===== config.mk =====
export PLATFORM = sky130hd
export DESIGN_NAME = seg_scan_reader
export DESIGN_NICKNAME = d
export VERILOG_FILES = /design/src/rtl/seg_scan_reader.sv
export SDC_FILE = /design/constraint.sdc
export NUM_CORES = 1
export LEC_CHECK = 0
export ABC_AREA = 0
export ABC_CLOCK_PERIOD_IN_PS = 5200
export CAP_MARGIN = 30
export CORE_UTILIZATION = 55
export DETAILED_ROUTE_END_ITERATION = 12
export GPL_ROUTABILITY_DRIVEN = 0
export GPL_TIMING_DRIVEN = 0
export PLACE_DENSITY = 0.81
export SYNTH_ARGS = -nofsm -noshare
export SYNTH_HDL_FRONTEND = slang
export SYNTH_SLANG_ARGS = --single-unit

===== constraint.sdc =====
create_clock -name clk -period 5.2 [get_ports clk]
set_input_delay 1.04 -clock clk [delete_from_list [all_inputs] [get_ports clk]]
set_output_delay 1.04 -clock clk [all_outputs]
set_load 0.02 [all_outputs]

===== src/rtl/seg_scan_reader.sv =====
// Receive side of the multiplexed 7-segment display bus.
// Synchronizes the segment and digit-select lines, waits for each digit window to
// hold a constant pattern for STABLE_CYC samples, decodes it back to a 4-bit code,
// and stores one code per digit. A one-cycle frame strobe marks a completed scan.
module seg_scan_reader #(
    parameter int unsigned DIGITS         = 6,
    parameter int unsigned STABLE_CYC     = 4,
    parameter bit          SEL_ACTIVE_LOW = 1'b1
) (
    input  logic                  clk,
    input  logic                  rst_n,
    input  logic [6:0]            seg_in,
    input  logic [DIGITS-1:0]     sel_in,
    output logic [4*DIGITS-1:0]   bcd_out,
    output logic [DIGITS-1:0]     digit_err,
    output logic                  frame_valid
);

    // XOR mask that normalises select to active-high; also the idle level of sel_in.
    localparam logic [DIGITS-1:0] SelInvert = {DIGITS{SEL_ACTIVE_LOW}};
    localparam logic [7:0]        CntLast   = 8'(STABLE_CYC - 1);
    localparam logic [7:0]        CntMax    = 8'(STABLE_CYC);

    typedef enum logic [1:0] {StIdle, StSettle, StHeld} state_e;

    // Decoded result: {err, code}
    function automatic logic [4:0] decode_seg(input logic [6:0] seg);
        logic [4:0] res;
        case (seg)
            7'b0111111: res = {1'b0, 4'd0};
            7'b0000110: res = {1'b0, 4'd1};
            7'b1011011: res = {1'b0, 4'd2};
            7'b1001111: res = {1'b0, 4'd3};
            7'b1100110: res = {1'b0, 4'd4};
            7'b1101101: res = {1'b0, 4'd5};
            7'b1111101: res = {1'b0, 4'd6};
            7'b0000111: res = {1'b0, 4'd7};
            7'b1111111: res = {1'b0, 4'd8};
            7'b1101111: res = {1'b0, 4'd9};
            7'b0000000: res = {1'b0, 4'hF};
            default:    res = {1'b1, 4'hE};
        endcase
        return res;
    endfunction

    logic [6:0]          seg_s1_q, seg_s2_q;
    logic [DIGITS-1:0]   sel_s1_q, sel_s2_q;
    logic [6:0]          seg_prev_q;
    logic [DIGITS-1:0]   sel_prev_q;

    state_e              state_q, state_d;
    logic [7:0]          cnt_q, cnt_d;
    logic [4*DIGITS-1:0] bcd_q, bcd_d;
    logic [DIGITS-1:0]   err_q, err_d;
    logic [DIGITS-1:0]   mask_q, mask_d;
    logic                frame_q, frame_d;

    logic [DIGITS-1:0]   sel_norm;
    logic                sel_valid;
    logic                pair_changed;
    logic                capture;
    logic [4:0]          dec;

    // Two-flop synchronizers plus a copy of the previous synchronized pair.
    always_ff @(posedge clk or negedge rst_n) begin
        if (!rst_n) begin
            seg_s1_q   <= '0;
            seg_s2_q   <= '0;
            seg_prev_q <= '0;
            sel_s1_q   <= SelInvert;
            sel_s2_q   <= SelInvert;
            sel_prev_q <= SelInvert;
        end else begin
            seg_s1_q   <= seg_in;
            seg_s2_q   <= seg_s1_q;
            seg_prev_q <= seg_s2_q;
            sel_s1_q   <= sel_in;
            sel_s2_q   <= sel_s1_q;
            sel_prev_q <= sel_s2_q;
        end
    end

    assign sel_norm     = sel_s2_q ^ SelInvert;
    assign sel_valid    = $onehot(sel_norm);
    assign pair_changed = (seg_s2_q != seg_prev_q) || (sel_s2_q != sel_prev_q);
    assign dec          = decode_seg(seg_s2_q);

    // Settle/capture FSM and per-digit storage next-state.
    always_comb begin
        state_d = state_q;
        cnt_d   = cnt_q;
        bcd_d   = bcd_q;
        err_d   = err_q;
        mask_d  = mask_q;
        frame_d = 1'b0;
        capture = 1'b0;

        unique case (state_q)
            StIdle: begin
                if (sel_valid) begin
                    state_d = StSettle;
                    cnt_d   = 8'd1;
                end
            end
            StSettle: begin
                if (!sel_valid) begin
                    state_d = StIdle;
                    cnt_d   = 8'd0;
                end else if (pair_changed) begin
                    cnt_d = 8'd1;
                end else if (cnt_q == CntLast) begin
                    capture = 1'b1;
                    cnt_d   = CntMax;
                    state_d = StHeld;
                end else begin
                    cnt_d = cnt_q + 8'd1;
                end
            end
            StHeld: begin
                if (!sel_valid) begin
                    state_d = StIdle;
                    cnt_d   = 8'd0;
                end else if (pair_changed) begin
                    state_d = StSettle;
                    cnt_d   = 8'd1;
                end
            end
            default: begin
                state_d = StIdle;
                cnt_d   = 8'd0;
            end
        endcase

        if (capture) begin
            for (int i = 0; i < DIGITS; i++) begin
                if (sel_norm[i]) begin
                    bcd_d[4*i +: 4] = dec[3:0];
                    err_d[i]        = dec[4];
                    mask_d[i]       = 1'b1;
                end
            end
            // Last missing digit completes the frame; mask restarts on the same edge.
            if (&mask_d) begin
                frame_d = 1'b1;
                mask_d  = '0;
            end
        end
    end

    // State and output registers.
    always_ff @(posedge clk or negedge rst_n) begin
        if (!rst_n) begin
            state_q <= StIdle;
            cnt_q   <= 8'd0;
            bcd_q   <= '1;
            err_q   <= '0;
            mask_q  <= '0;
            frame_q <= 1'b0;
        end else begin
            state_q <= state_d;
            cnt_q   <= cnt_d;
            bcd_q   <= bcd_d;
            err_q   <= err_d;
            mask_q  <= mask_d;
            frame_q <= frame_d;
        end
    end

    assign bcd_out     = bcd_q;
    assign digit_err   = err_q;
    assign frame_valid = frame_q;

endmodule


==> results of run 1 <==
-- cell families after synthesis --
family / after synthesis / share of synthesized area, %
compound gates: 39 / 7.05
flops: 86 / 58.9
xor+xnor: 17 / 4.18
fa+ha+maj: 5 / 2.27
mux: 32 / 9.36
simple gates: 84 / 15.2
buf+inv: 25 / 3.04
-- per-layer routing --
metal	vias to the layer above	GRT usage [%]	wire length, um
met4	0	10.5	155
li1	1124	-	-
met5	-	0	0
met3	13	5.11	365
met2	74	37.3	3680
met1	1233	28.4	3090
-- through the flow --
stage               util [%]  total power, mW  instances
floorplan                  -            0.790        288
global placement        66.4            0.831        410
detailed placement      66.8            0.839        411
CTS                     69.8             1.30        427
global route            69.8             1.35        427
finish                  69.8             1.29        427
-- path summary, 6_finish.rpt --
check	startpoint	end	slack, ps
max	sel_s2_q[3]	digit_err[5]	690
max reg2reg	sel_s2_q[3]	digit_err[5]	690
min in group asynchronous	rst_n	cnt_q[4]	570
min reg2reg	seg_s1_q[5]	seg_s2_q[5]	350
max in group asynchronous	rst_n	bcd_out[17]	3980
min	seg_s1_q[5]	seg_s2_q[5]	350
-- flip-flops by register name (all words and copies together) (netlist names) --
signal and flops:
state_q 2, seg_s1_q 7, seg_s2_q 7, frame_valid 1, digit_err 6, sel_s2_q 6
bcd_out 24, cnt_q 8, seg_prev_q 7, mask_q 6, sel_prev_q 6, sel_s1_q 6
-- where the power goes --
part / total [mW] / switching, mW / internal (mW)
logic: 0.110 / 0.0675 / 0.0421
registers: 0.718 / 0.0215 / 0.696
clock network: 0.464 / 0.227 / 0.237
total: 1.29 / 0.316 / 0.975
-- synth_stat cells, types with 4 or more instances --
| cell type | instances |
|---|---|
| a21o_1 | 4 |
| a21oi_1 | 8 |
| buf_2 | 4 |
| clkbuf_1 | 4 |
| dfrtp_1 | 44 |
| dfstp_2 | 42 |
| inv_1 | 15 |
| mux2_1 | 8 |
| mux2_2 | 16 |
| mux2i_1 | 8 |
| nand2_1 | 19 |
| nand3_1 | 4 |
| nand4_1 | 4 |
| nor2_1 | 10 |
| nor3_1 | 11 |
| nor4_4 | 6 |
| o21a_1 | 6 |
| o21ai_0 | 4 |
| or2_2 | 4 |
| or3_1 | 4 |
| xor2_1 | 16 |
-- layout make-up --
class	count	area [um2]	area share, %
Buffer	10	57.6	1.28
Clock buffer	13	149	3.30
Clock inverter	3	43.8	0.971
Inverter	15	56.3	1.25
Multi-Input combinational cell	177	1430	31.6
Sequential cell	86	2200	48.9
Tap cell	77	96.3	2.14
Timing Repair Buffer	46	475	10.5
==> reports/qor.csv, run 1 <==
stage,metric,value,unit
detailed_routing,Pre-Repair DR Iteration Count,4,
global_routing,vias in the first global route,2438,
setup_path,Worst path depth,9,
detailed_routing,Via density,5.72,
final_layout,final-stage net count,365,
detailed_routing,Initial DRC Count,148,
setup_path,kind of critical path,reg -> reg,
detailed_routing,DRC Markers,0,
setup_path,Buffers & Inverters on Critical Path,1,
synth,"Async S/R FF share, synth",100,%
synth,Gate Count Post-Synth,288,
clocking,# clock sinks,86,
setup_path,CP required,5450,ps
pwr,worst vdd ir,0.184,mV
global_routing,first-pass GRT wire length,12100,um
global_routing,initial antenna violation count,0,
clocking,Longest Clk Path Bufs,2,
placed_design,pre-CTS setup slack,740,ps
setup_path,Worst path top cell family by delay,simple AND/OR/NAND/NOR gates,
sta,# setup viols final,0,
sta,final setup TNS,0,ps
setup_path,CP Capture Type,register,
synth,sequential area share after synthesis,58.9,%
clocking,H-Tree Depth,3,
sta,Final Skew,9.53,ps
setup_path,critical path peak fanout,7,
synth,ys flop type,dfrtp_1,
final_layout,ANT cells,0,
synth,largest area contributor in the netlist,dfstp_2,
setup_path,worst r2r path cells,9,
detailed_routing,DR WL/cell,17.1,um
detailed_routing,Vias,2444,
synth,yosys synthesis warning count,0,
synth,synthesized cell area,3740,um2
final_layout,most frequent cells in the layout,"44 x dfrtp_1, 44 x clkdlybuf4s50_1, 42 x dfstp_2, 19 x nand2_1",
run_status,status,"complete, no violations",
floorplan,die area,7140,um2
clocking,cts hold-fix bufs,0,
sta,Final Critical Period,4510,ps
clocking,CTS Root Cell,clkbuf_8,
pwr,Power Density,286,nW/um2
placed_design,Detail Placement HPWL,5100,um
final_layout,Layout area overhead,20.4,%
sta,worst relative slew slack,53.1,%
flow_run,maxcap violations,0,
synth,syn_nets,308,
placed_design,dpl cell area,4320,um2
setup_path,Max stage delay on crit path,660,ps
floorplan,Rows,29,
synth,Synth cell types,49,
synth,most area-consuming cells after synthesis,"dfstp_2 29%, dfrtp_1 29%, mux2_2 4.8%, xor2_1 3.7%, nor4_4 3.4%",
sta,Slew @ Worst Pin,704,ps
clocking,CTS tree,built,
placed_design,Port Buffer Count,45,
sta,unrepaired setup endpoints after global routing,no,
sta,"Hold Vio Cnt, Final",0,
floorplan,Die Y,84.5,um
clocking,Post-CTS Setup Inserts,0,
detailed_routing,drt total wl,7290,um
sta,final hold slack,353,ps
sta,Tcrit/Tclk final,86.7,%
setup_path,Slowest cell on crit path,dfstp_2,
floorplan,core area,6460,um2
global_routing,GRT Residual Overflow,0,
sta,final worst slack,692,ps
setup_path,Critical Path Source Type,register,
synth,"Avg Cell Area, Syn",13.0,um2
floorplan,Initial Utilization,58.0,%
final_layout,fin area,4510,um2
synth,Post-synth EDFFs,0,
synth,area share of the largest cell type after synthesis,29.5,%
floorplan,IO Pins,46,
clocking,worst-skew pair later-pin latency,360,ps
clocking,# resized after CTS,0,
setup_path,CP Data Arrival Time,4760,ps
global_routing,total track usage,22.5,%
final_layout,FILL cells,472,
setup_path,worst path cell trace,fa_1 > inv_1 > fa_1 > ha_1 > fa_1 > nor3b_1 > nand2_1 > nor4_4 > mux2_2,
sta,"Slew Viols, Final",0,
clocking,total CTS buffers,9,
sta,Max Fclk,222,MHz
floorplan,Die Width,84.5,um
worst_hold_path,hold depth,0,
setup_path,Crit path top cell by count,fa_1,
final_layout,share of cells above drive strength 1,27.1,%
worst_hold_path,Hold Crit Class,reg -> reg,
detailed_routing,Final ANT Viol Nets,0,
clocking,"Reg clk slew, reported paths",80,ps
synth,number of synthesized register bits,86,
pwr,Pleak,1.90,nW
global_routing,largest net degree at the start of global routing,62,
Note: power is estimated with default switching activity, not from simulation.
==> run 2, diff against run 1 <==
Settings changed: CAP_MARGIN 30 to unset, TNS_END_PERCENT set to 50.
==> reports/qor.csv, run 2 (synthesized netlist as in run 1, its figures left out) <==
stage,metric,value,unit
run_status,status,"complete, no violations",
worst_hold_path,Hold Crit Class,reg -> reg,
sta,Final Critical Period,4480,ps
placed_design,placed cell count,411,
clocking,total CTS buffers,9,
detailed_routing,Final ANT Viol Nets,0,
floorplan,die area,7140,um2
placed_design,Detail Placement HPWL,5110,um
clocking,cts hold-fix bufs,0,
global_routing,vias in the first global route,2426,
clocking,# resized after CTS,0,
setup_path,CP required,5450,ps
global_routing,initial antenna violation count,0,
clocking,Post-CTS Setup Inserts,0,
global_routing,first-pass GRT wire length,12200,um
placed_design,Port Buffer Count,45,
floorplan,Rows,29,
clocking,CTS Root Cell,clkbuf_8,
sta,Slew @ Worst Pin,737,ps
detailed_routing,Initial DRC Count,147,
floorplan,IO Pins,46,
pwr,worst vdd ir,0.182,mV
sta,"Hold Vio Cnt, Final",0,
sta,worst relative slew slack,50.9,%
global_routing,GRT Residual Overflow,0,
final_layout,final-stage net count,365,
floorplan,core area,6460,um2
detailed_routing,Via density,5.61,
detailed_routing,Vias,2395,
final_layout,most frequent cells in the layout,"44 x dfrtp_1, 44 x clkdlybuf4s50_1, 42 x dfstp_2, 19 x nand2_1",
final_layout,Non-Filler Instances,427,
final_layout,share of cells above drive strength 1,27.1,%
final_layout,ANT cells,0,
flow_run,maxcap violations,0,
floorplan,Die Width,84.5,um
global_routing,largest net degree at the start of global routing,62,
clocking,worst-skew pair later-pin latency,350,ps
detailed_routing,DR WL/cell,16.8,um
detailed_routing,drt total wl,7180,um
setup_path,CP Capture Type,register,
sta,Tcrit/Tclk final,86.1,%
setup_path,Critical Path Source Type,register,
sta,final setup TNS,0,ps
global_routing,total track usage,22.8,%
sta,# setup viols final,0,
clocking,"Reg clk slew, reported paths",80,ps
clocking,# clock sinks,86,
final_layout,Largest register FFs,24,
final_layout,Layout area overhead,20.2,%
sta,unrepaired setup endpoints after global routing,no,
clocking,Longest Clk Path Bufs,2,
setup_path,CP Data Arrival Time,4720,ps
pwr,Power Density,283,nW/um2
clocking,CTS tree,built,
detailed_routing,Pre-Repair DR Iteration Count,4,
sta,Final Skew,7.70,ps
final_layout,final core occ,69.7,%
setup_path,kind of critical path,reg -> reg,
floorplan,Die Y,84.5,um
pwr,Pleak,1.90,nW
clocking,H-Tree Depth,3,
detailed_routing,DRC Markers,0,
sta,"Slew Viols, Final",0,
floorplan,Initial Utilization,58.0,%
setup_path,critical path peak fanout,7,
sta,Max Fclk,223,MHz
[run 2: cell count changes in the layout (fill, tap and decap cells not counted)]
cell,change
clkinv_4,+1
inv_6,-1
clkbuf_8,-1
clkinv_2,+1
[run 2: per-stage QoR]
step / area, um2 / total power [mW] / setup slack [ps] / hold slack (ps)
after floorplan: 3740 / 0.790 / 1290 / 331
after global placement: 4290 / 0.831 / 263 / 333
final: 4500 / 1.27 / 724 / 352
after global routing: 4500 / 1.33 / 420 / 361
after detailed placement: 4320 / 0.839 / 758 / 335
after CTS: 4500 / 1.29 / 713 / 354
[run 2: path summary, 6_finish.rpt]
kind	startpoint	endpoint	slack (ps)	cells after the start
worst max-delay path	sel_s2_q[3]	digit_err[4]	720	9
worst min-delay path	seg_s1_q[5]	seg_s2_q[5]	350	0
worst max register to register	sel_s2_q[3]	digit_err[4]	720	9
worst min register to register	seg_s1_q[5]	seg_s2_q[5]	350	0
max in group asynchronous	rst_n	bcd_out[0]	3970	2
min in group asynchronous	rst_n	cnt_q[4]	590	1
[run 2: critical path, stage by stage, from the launching register on]
cell,delay [ps]
dfstp_2,660
fa_1,450
inv_1,80
fa_1,420
ha_1,210
fa_1,460
nor3b_1,590
nand2_1,540
nor4_4,580
mux2_2,390
[run 2: cell type report]
cell class	count	area [um2]
Buffer	10	57.6
Clock buffer	12	135
Clock inverter	4	48.8
Fill cell	485	1960
Inverter	15	56.3
Multi-Input combinational cell	177	1430
Sequential cell	86	2200
Tap cell	77	96.3
Timing Repair Buffer	46	475
[run 2: layer usage]
metal  GRT usage (%)  wire [um]  vias to the layer above  share of wire [%]
li1                -          -                     1131                  -
met1            28.8       3060                     1183                 43
met2            37.2       3660                       68                 51
met3            5.21        329                       13                4.6
met4            11.2        122                        0                1.7
met5               0          0                        -                  0
[run 2: power by group]
part | switching [mW] | internal, mW | total, mW | leakage, nW
clock network | 0.225 | 0.222 | 0.447 | 0.0943
logic | 0.0667 | 0.0422 | 0.109 | 0.803
registers | 0.0217 | 0.696 | 0.718 | 0.999
total | 0.313 | 0.960 | 1.27 | 1.90
==> RTL change, RTL diff (flow settings as in run 1) <==
Remove the register `frame_q`: a continuous assignment takes its place, so the output `frame_valid` follows one clock earlier.
--- a/src/rtl/seg_scan_reader.sv
+++ b/src/rtl/seg_scan_reader.sv
@@ -156,5 +156,4 @@
             err_q   <= '0;
             mask_q  <= '0;
-            frame_q <= 1'b0;
         end else begin
             state_q <= state_d;
@@ -163,7 +162,8 @@
             err_q   <= err_d;
             mask_q  <= mask_d;
-            frame_q <= frame_d;
         end
     end
+
+    assign frame_q = frame_d;
 
     assign bcd_out     = bcd_q;
Formal check against the unedited RTL: same outputs for any inputs over 10 cycles, from zero or initial values and one cycle with rst_n low; that may be too few to reach the edited logic, so the function may still have changed.
==> RTL change against run 1 <==
- power decreased by 2.5%
- largest power group unchanged
- cell area decreased by 0.55%
- highest routed layer unchanged
- maximum frequency decreased by 9.7%
- critical path type is now flip-flop to output pin
- area after synthesis decreased by 0.67%
- sequential cell count decreased by 1
- non-clock buffer count unchanged
- setup slack got worse by 0.48 ns
- combinational power increased by 5%
- routed wire length decreased by 2.9%
==> RTL change: results (changes against run 1) <==
* First-pass GRT wire length: 12100 microns (about the same)
- Number of gates resized after cts: 3 (was 0)
- The number of vias after detailed routing was 2399 (was 2444).
- M2 GR Usage: 36.3% (was 37.3%)
- The detailed-route wire length per cell came to 16.6 microns (was 17.1 microns).
- The placement-stage worst setup slack came to 0.122 ns (was 0.740 ns).
- Top routing layer in use: met4 (unchanged)
* Routed length on met3: 312 microns (was 365 microns)
* Number of fillers in the final layout: 461 (was 472)
* Met1 track utilization from global routing: 29.8% (was 28.4%)
* List of most frequent post-synthesis cells: 43 x sky130_fd_sc_hd__dfrtp_1, 42 x sky130_fd_sc_hd__dfstp_2, 19 x sky130_fd_sc_hd__nand2_1 (was 44 x sky130_fd_sc_hd__dfrtp_1, 42 x sky130_fd_sc_hd__dfstp_2, 19 x sky130_fd_sc_hd__nand2_1)
- Placed wire-length estimate after detailed placement: 4970 microns (was 5100 microns)
- The maximum resistive drop on vdd was 0.000175 V (was 0.000184 V).
- Hold Path Class: flip-flop to flip-flop (unchanged)
* Main area contributors after synthesis: sky130_fd_sc_hd__dfstp_2 30%, sky130_fd_sc_hd__dfrtp_1 29%, sky130_fd_sc_hd__mux2_2 4.8% (was sky130_fd_sc_hd__dfstp_2 29%, sky130_fd_sc_hd__dfrtp_1 29%, sky130_fd_sc_hd__mux2_2 4.8%)
* Total power: 1.26 mW (was 1.29 mW)
* Depth of the worst register-to-register path: 9 (unchanged)
* Terminus of the critical flop-to-flop path: digit_err[2] (was digit_err[5])
* Min Hold Slack: 0.352 ns (was 0.353 ns)
- Worst rel slew slack: 53.3% (was 53.1%)
- The number of DRC violations after detailed-routing iteration 0 came to 99 (was 148).
* Sum of routed wire segments on met1: 3120 microns (was 3090 microns)
* # diodes: 0 (unchanged)
- The global-route usage over all layers came to 22.4% (was 22.5%).
- The pin count of the biggest net entering global routing is 61 (was 62).
- Outcome: completed (unchanged)
- The minimum setup slack among reg-to-reg paths came to 1.15 ns (was 0.69 ns).
* Sequential power: 710 uW (was 718 uW)
- Sequential cell area fraction in the yosys report: 58.6% (was 58.9%)
- Met2 Routed Length: 3550 microns (was 3680 microns)
- Static leakage: 1.89 nW (was 1.90 nW)
- The clock tree skew after final layout came to 0.00759 ns (was 0.00953 ns).
- Synthesized Nets: 307 (was 308)
- Signal arrival time at the worst endpoint: 3.95 ns (was 4.76 ns)
* M3 GR Usage: 5.70% (was 5.11%)
* Cells after Synth: 287 (was 288)
* Time the worst path needs with I/O delays and setup: 4.99 ns (was 4.51 ns)
- The placed instance count came to 410 (was 411).
- Placed Instance Area: 4290 sq um (was 4320 sq um)
- The total routed wirelength came to 7070 microns (was 7290 microns).
- The part of the power in combinational logic is 9.2% (was 8.5%).
* NumNets Final: 364 (was 365)
-- RTL change: cell type report --
cell class | instances | area (sq um) | area share (%)
Sequential cell | 85 | 2180 | 48.6
Multi-Input combinational cell | 177 | 1440 | 32.1
Timing Repair Buffer | 46 | 474 | 10.6
Clock buffer | 10 | 138 | 3.07
Tap cell | 77 | 96.3 | 2.15
Buffer | 10 | 57.6 | 1.28
Inverter | 15 | 56.3 | 1.26
Clock inverter | 6 | 45.0 | 1.00
-- RTL change: worst max-delay path: stages (launching register included) --
cell and delay [ns]:
sky130_fd_sc_hd__dfstp_2 0.65, sky130_fd_sc_hd__fa_1 0.44, sky130_fd_sc_hd__inv_1 0.08, sky130_fd_sc_hd__fa_1 0.41, sky130_fd_sc_hd__ha_1 0.20, sky130_fd_sc_hd__fa_1 0.50
sky130_fd_sc_hd__nor3b_4 0.31, sky130_fd_sc_hd__and2_1 0.19, sky130_fd_sc_hd__nand2_1 0.18, sky130_fd_sc_hd__nor3_1 0.26, sky130_fd_sc_hd__dlygate4sd2_1 0.36
-- RTL change: cells by family after synthesis --
family	count (synthesis)	synth area share [%]
flip-flops	85	58.6
AND/OR/NAND/NOR	84	15.3
multiplexers	32	9.42
AO/OA/AOI/OAI	39	7.10
adder cells (fa/ha/maj)	5	2.29
XOR/XNOR	17	4.20
buffers and inverters	25	3.06
-- RTL change: worst min path at each step --
stage | from | endpoint
floorplan | seg_s1_q[0] | seg_s2_q[0]
CTS | seg_s1_q[0] | seg_s2_q[0]
detailed placement | seg_s1_q[0] | seg_s2_q[0]
global placement | seg_s1_q[3] | seg_s2_q[3]
finish | seg_s1_q[1] | seg_s2_q[1]
global route | seg_s1_q[0] | seg_s2_q[0]
